==> src/rtl/melody_sequencer_if.sv <==
`default_nettype none
// +-------------------------------------------------------------------------+
// | melody_sequencer_if : control/status bundle for the melody sequencer    |
// | rev 1.0                                                                 |
// +-------------------------------------------------------------------------+
interface melody_sequencer_if;
  logic        beat_clk;
  logic        play;
  logic        stop;
  logic [17:0] note_div;
  logic [4:0]  note_idx;
  logic        busy;
  logic        done;

  modport master (
    output beat_clk, play, stop,
    input  note_div, note_idx, busy, done
  );

  modport slave (
    input  beat_clk, play, stop,
    output note_div, note_idx, busy, done
  );
endinterface
`default_nettype wire

==> src/rtl/melody_sequencer.sv <==
`default_nettype none
// +-------------------------------------------------------------------------+
// | melody_sequencer : steps a fixed melody table on beat edges, inserting  |
// | a silent gap between notes. rev 1.0                                     |
// +-------------------------------------------------------------------------+
module melody_sequencer #(
  parameter int SONG_LEN = 14,
  parameter int GAP_CYC  = 2000000,
  parameter bit LOOP     = 1'b0
) (
  input  logic              clk,
  input  logic              rst_n,
  melody_sequencer_if.slave bus
);

  typedef enum logic [1:0] {
    IDLE = 2'd0,
    PLAY = 2'd1,
    GAP  = 2'd2,
    DONE = 2'd3
  } state_t;

  localparam logic [4:0]  LAST_IDX = 5'(SONG_LEN - 1);
  localparam logic [20:0] GAP_LAST = 21'(GAP_CYC - 1);

  state_t      state;
  logic        beat_q;
  logic        beat_tick;
  logic [1:0]  beat_cnt;
  logic [20:0] gap_cnt;
  logic [17:0] note_div;
  logic [4:0]  note_idx;
  logic        busy;
  logic        done;

  function automatic logic [3:0] entry_code(input logic [4:0] idx);
    case (idx)
      5'd0, 5'd1, 5'd13:       entry_code = 4'd1;
      5'd2, 5'd3, 5'd6:        entry_code = 4'd5;
      5'd4, 5'd5:              entry_code = 4'd6;
      5'd7, 5'd8:              entry_code = 4'd4;
      5'd9, 5'd10:             entry_code = 4'd3;
      5'd11, 5'd12:            entry_code = 4'd2;
      default:                 entry_code = 4'd0;
    endcase
  endfunction

  function automatic logic [1:0] entry_dur(input logic [4:0] idx);
    entry_dur = (idx == 5'd6 || idx == 5'd13) ? 2'd2 : 2'd1;
  endfunction

  function automatic logic [17:0] code_div(input logic [3:0] code);
    case (code)
      4'd1:    code_div = 18'd191113;
      4'd2:    code_div = 18'd170265;
      4'd3:    code_div = 18'd151686;
      4'd4:    code_div = 18'd143172;
      4'd5:    code_div = 18'd127551;
      4'd6:    code_div = 18'd113636;
      4'd7:    code_div = 18'd101239;
      4'd8:    code_div = 18'd95556;
      default: code_div = 18'd0;
    endcase
  endfunction

  // Either edge of the slow beat square wave yields one registered tick.
  always_ff @(posedge clk) begin
    if (!rst_n) begin
      beat_q    <= 1'b0;
      beat_tick <= 1'b0;
    end else begin
      beat_q    <= bus.beat_clk;
      beat_tick <= bus.beat_clk ^ beat_q;
    end
  end

  always_ff @(posedge clk) begin
    if (!rst_n || bus.stop) begin
      state    <= IDLE;
      note_div <= 18'd0;
      note_idx <= 5'd0;
      busy     <= 1'b0;
      done     <= 1'b0;
      beat_cnt <= 2'd0;
      gap_cnt  <= 21'd0;
    end else begin
      done <= 1'b0;
      case (state)
        IDLE: begin
          if (bus.play) begin
            state    <= PLAY;
            note_idx <= 5'd0;
            beat_cnt <= entry_dur(5'd0);
            note_div <= code_div(entry_code(5'd0));
            busy     <= 1'b1;
          end
        end
        PLAY: begin
          if (beat_tick) begin
            if (beat_cnt > 2'd1) begin
              beat_cnt <= beat_cnt - 2'd1;
            end else if (note_idx != LAST_IDX) begin
              note_idx <= note_idx + 5'd1;
              beat_cnt <= entry_dur(note_idx + 5'd1);
              note_div <= 18'd0;
              gap_cnt  <= 21'd0;
              state    <= GAP;
            end else if (LOOP) begin
              note_idx <= 5'd0;
              beat_cnt <= entry_dur(5'd0);
              note_div <= 18'd0;
              gap_cnt  <= 21'd0;
              state    <= GAP;
            end else begin
              beat_cnt <= 2'd0;
              note_div <= 18'd0;
              busy     <= 1'b0;
              done     <= 1'b1;
              state    <= DONE;
            end
          end
        end
        GAP: begin
          // Ticks are deliberately ignored here; the note resumes on time.
          if (gap_cnt == GAP_LAST) begin
            gap_cnt  <= 21'd0;
            note_div <= code_div(entry_code(note_idx));
            state    <= PLAY;
          end else begin
            gap_cnt <= gap_cnt + 21'd1;
          end
        end
        DONE: begin
          state <= IDLE;
        end
        default: begin
          state <= IDLE;
        end
      endcase
    end
  end

  assign bus.note_div = note_div;
  assign bus.note_idx = note_idx;
  assign bus.busy     = busy;
  assign bus.done     = done;

endmodule
`default_nettype wire

==> src/flat_wrapper.sv <==
// flat-port wrapper written by rule: the top's interface ports become plain ports
module melody_sequencer_flat 
#(
  parameter int SONG_LEN = 14,
  parameter int GAP_CYC  = 2000000,
  parameter bit LOOP     = 1'b0
)
  (clk, rst_n, bus_beat_clk, bus_play, bus_stop, bus_note_div, bus_note_idx, bus_busy, bus_done);
  melody_sequencer_if bus_i ();
  input  logic clk;
  input  logic rst_n;
  input wire logic [$bits(bus_i.beat_clk)-1:0] bus_beat_clk;
  input wire logic [$bits(bus_i.play)-1:0] bus_play;
  input wire logic [$bits(bus_i.stop)-1:0] bus_stop;
  output wire logic [$bits(bus_i.note_div)-1:0] bus_note_div;
  output wire logic [$bits(bus_i.note_idx)-1:0] bus_note_idx;
  output wire logic [$bits(bus_i.busy)-1:0] bus_busy;
  output wire logic [$bits(bus_i.done)-1:0] bus_done;
  assign bus_i.beat_clk = bus_beat_clk;
  assign bus_i.play = bus_play;
  assign bus_i.stop = bus_stop;
  assign bus_note_div = bus_i.note_div;
  assign bus_note_idx = bus_i.note_idx;
  assign bus_busy = bus_i.busy;
  assign bus_done = bus_i.done;
  melody_sequencer #(.SONG_LEN(SONG_LEN), .GAP_CYC(GAP_CYC), .LOOP(LOOP)) u_core (.clk(clk), .rst_n(rst_n), .bus(bus_i));
endmodule
==> config.mk <==
export PLATFORM = sky130hd
export DESIGN_NAME = melody_sequencer_flat
export DESIGN_NICKNAME = d
export VERILOG_FILES = /design/src/rtl/melody_sequencer_if.sv /design/src/rtl/melody_sequencer.sv /design/src/flat_wrapper.sv
export SDC_FILE = /design/constraint.sdc
export NUM_CORES = 1
export LEC_CHECK = 0
export BUFFER_PORTS_ARGS = -buffer_cell sky130_fd_sc_hd__clkbuf_2
export CORE_ASPECT_RATIO = 1.25
export CORE_MARGIN = 2
export CORE_UTILIZATION = 45
export CTS_CLUSTER_SIZE = 16
export DETAILED_ROUTE_END_ITERATION = 10
export MAX_ROUTING_LAYER = met4
export SLEW_MARGIN = 20
export SYNTH_ARGS = -nofsm -noshare
export SYNTH_HDL_FRONTEND = slang
export SYNTH_SLANG_ARGS = --single-unit
==> constraint.sdc <==
create_clock -name clk -period 3 [get_ports clk]
set_clock_uncertainty 0.2 [all_clocks]
set_input_delay 0.3 -clock clk [delete_from_list [all_inputs] [get_ports clk]]
set_output_delay 0.3 -clock clk [all_outputs]
set_load 0.01 [all_outputs]
==> impl_metrics.tcl <==
set metrics [dict create \
    status "finished, final reports clean" \
    path_cells "inv_1 > ha_2 > nand3b_1 > or2_2 > nor2_1 > a22o_1 > nand2_1 > ha_1 > nand3_1 > a31o_2 > nand2_1" \
    clk_pin_slew_ns 0.10 \
    cp_num_cells 11 \
    synth_common_cells "dfxtp_1, nor2_1, nand2_1, nand3_1, a21oi_1" \
    initial_core_util 0.465 \
    comb_power_share 0.095 \
    first_global_vias 2460 \
    yosysMostFrequentCell "dfxtp_1" \
    rsz0062_at_grt "false" \
    port_buffers 29 \
    yosysUniqueCellTypes 46 \
    pwr-share-seq 0.568 \
    cts-root-buf "clkbuf_8" \
    tns_ns 0 \
    p_int_uw 967 \
    max-cap-violations 0 \
    crit_type "flip-flop to flip-flop" \
    max_freq_mhz 371 \
    fin_crit_sh 0.899 \
    drtPass1Iterations 4 \
    synthToLayoutAreaGrowth_pct 12.4 \
    slowest_delay_ns 0.36 \
    first_iter_violations 116 \
    netlist.area_leader.share 0.375 \
    synthXorXnorAreaFrac 0.0637 \
    p_clk_frac 0.337 \
    r2r_cells 11 \
    core_area_um2 6210 \
    die_h_um 93.5 \
    p_sw_uw 333 \
    holdWs_ns 0.0321 \
    via_count 2483 \
    antenna_left 0 \
    cts_tree "done" \
    period_needed_ns 2.70 \
    clk_latency_ns 0.31 \
    syn_avg_cell_area_um2 8.11 \
    grt_max_degree 26 \
    std_cell_rows 32 \
    dieWidth_um 75.6 \
    ys_seq_area_frac 0.375 \
    viasPerCell 5.28 \
    end_kind "flip-flop" \
    yosys.area.top_type "dfxtp_1" \
    synth.mux.area_fraction 0.0173 \
    total_leakage_power_uw 0.00125 \
    synth_nets 380 \
    holdPathStages 2 \
    drive_above_1_share 0.143 \
    synth_ff_type "dfxtp_1" \
    antenna_found_initial 0 \
    ys_top_cells_by_area "dfxtp_1, ha_1, nor2_1, nand2_1, xnor2_1" \
    netlist_area_um2 2890 \
    worstSetupStartpointType "flip-flop" \
    synth_adder_area_share 0.0824 \
    hold_class "input pin to flip-flop" \
    design.die.area_um2 7080 \
    wirelength_um 6300 \
    slew_headroom 0.708 \
    num_io_pins 30 \
    pwr_density_cell_nw_per_um2 401 \
    postSynth.asyncResetShare 0 \
    drc 0 \
    cts_num_sinks 54 \
    post_cts_buffers 0 \
    cpMaxStageDelayCell "dfxtp_1" \
    hold_viol 0 \
    finalSetupViolations 0 \
    reg2reg_setup_slack_ns 0.30 \
    crit_start "u_core.state[1]" \
    worstReg2RegStart "u_core.state[1]" \
    cts_max_level 2 \
    vdd_ir_drop_max_uv 255 \
    cpMostUsedCell "nand2_1" \
    cts_buffers 5 \
    place.gp.congestion 0.867 \
    netlist_instances 356 \
    wl_per_cell_um 13.4 \
    total_power_uw 1300 \
    grt_overflow_total 0 \
    synth-edff-count 0 \
    fin_nets 408 \
    worstHoldStart "bus_beat_clk" \
    yosys.area_share.simple 0.268 \
    synth_compound_area_frac 0.149 \
    grt_pass1_wl_um 11200 \
    tightest_slew_ns 0.435 \
    critPathTopFamily "simple AND/OR/NAND/NOR gates" \
    cts_buffer_depth 2 \
    yosysWarnings 0 \
    cp.required_ns 3.07 \
    ys_seq_elements 54 \
    worstPathArrival_ns 2.76 \
    crit_path_max_fanout 8 \
    grt_use_total 0.205 \
    dpl.hpwl_um 4560 \
    antenna_cells 0 \
    drv_slew 0 \
    synth_top_family_by_area "simple AND/OR/NAND/NOR gates" \
    path_buf_inv 1 \
    switching_share 0.256 \
]
==> power groups by stage <==
stage	sequential, uW	combinational (uW)	clock, uW
after CTS	739	124	454
after global routing	741	139	481
after detailed placement	756	123	0
after floorplan	758	81.7	0
final	739	123	438
after global placement	755	123	0
==> worst paths after layout <==
| kind | endpoint |
|---|---|
| worst max-delay path | flip-flop |
| worst min-delay path | u_core.beat_q |
| worst max register to register | flip-flop |
| worst min register to register | u_core.bus.note_div[4] |
==> layout by cell type, fill, tap and decap left out, drive strengths merged, types with 4 or more instances in the layout <==
master	count
a211o	5
a21oi	20
and2	4
buf	10
clkbuf	36
dfxtp	54
ha	19
inv	16
mux2i	5
nand2	35
nand2b	7
nand3	22
nand3b	5
nand4	6
nor2	49
nor2b	7
nor3	6
o21ai	12
o22ai	4
o31ai	6
or3	4
xnor2	14
xor2	7
==> timing repair <==
action / in CTS / in global routing
endpoints found under the setup margin: 0 / 1
hold buffers: 0 / 0
gates resized for setup: 0 / 5
==> registers in the layout, summed over array words and instances, names as in the netlist, named ones only <==
register and cells:
u_core.gap_cnt 21, u_core.bus.note_div 17, u_core.bus.note_idx 5, u_core.beat_cnt 2
u_core.state 2, u_core.beat_q 1, u_core.beat_tick 1, u_core.bus.busy 1
u_core.bus.done 1
==> kinds of logic (layout without fill, tap and decap cells) <==
| group | Yosys count | in the layout |
|---|---|---|
| compound gates | 66 | 66 |
| simple gates | 158 | 158 |
| mux | 5 | 5 |
| xor+xnor | 21 | 21 |
| flops | 54 | 54 |
| fa+ha+maj | 19 | 19 |
| buf+inv | 33 | 62 |
==> routing by layer <==
metal | routed length (um) | up-vias | global-route usage
met4 | 65 | 0 | 0.0643
li1 | - | 1276 | -
met2 | 3220 | 41 | 0.337
met5 | 0 | - | -
met1 | 2830 | 1161 | 0.250
met3 | 191 | 5 | 0.0377
==> per-stage QoR <==
step	std cells	util	setup WS, ns	area, um^2
CTS	470	0.521	0.240	3230
floorplan	356	-	0.273	2890
finish	470	0.523	0.304	3250
global route	470	0.523	0.0411	3250
global placement	462	0.506	0.331	3140
detailed placement	462	0.506	0.235	3140
==> layout make-up <==
cell class	instances	area, um^2
clock buffers	7	86.3
inverters	15	56.3
well taps	85	106
repair buffers	39	220
multi-input cells	269	1680
flip-flops and latches	54	1080
fillers	631	2960
clock inverters	1	8.76
Power figures use the tool's default switching activity.
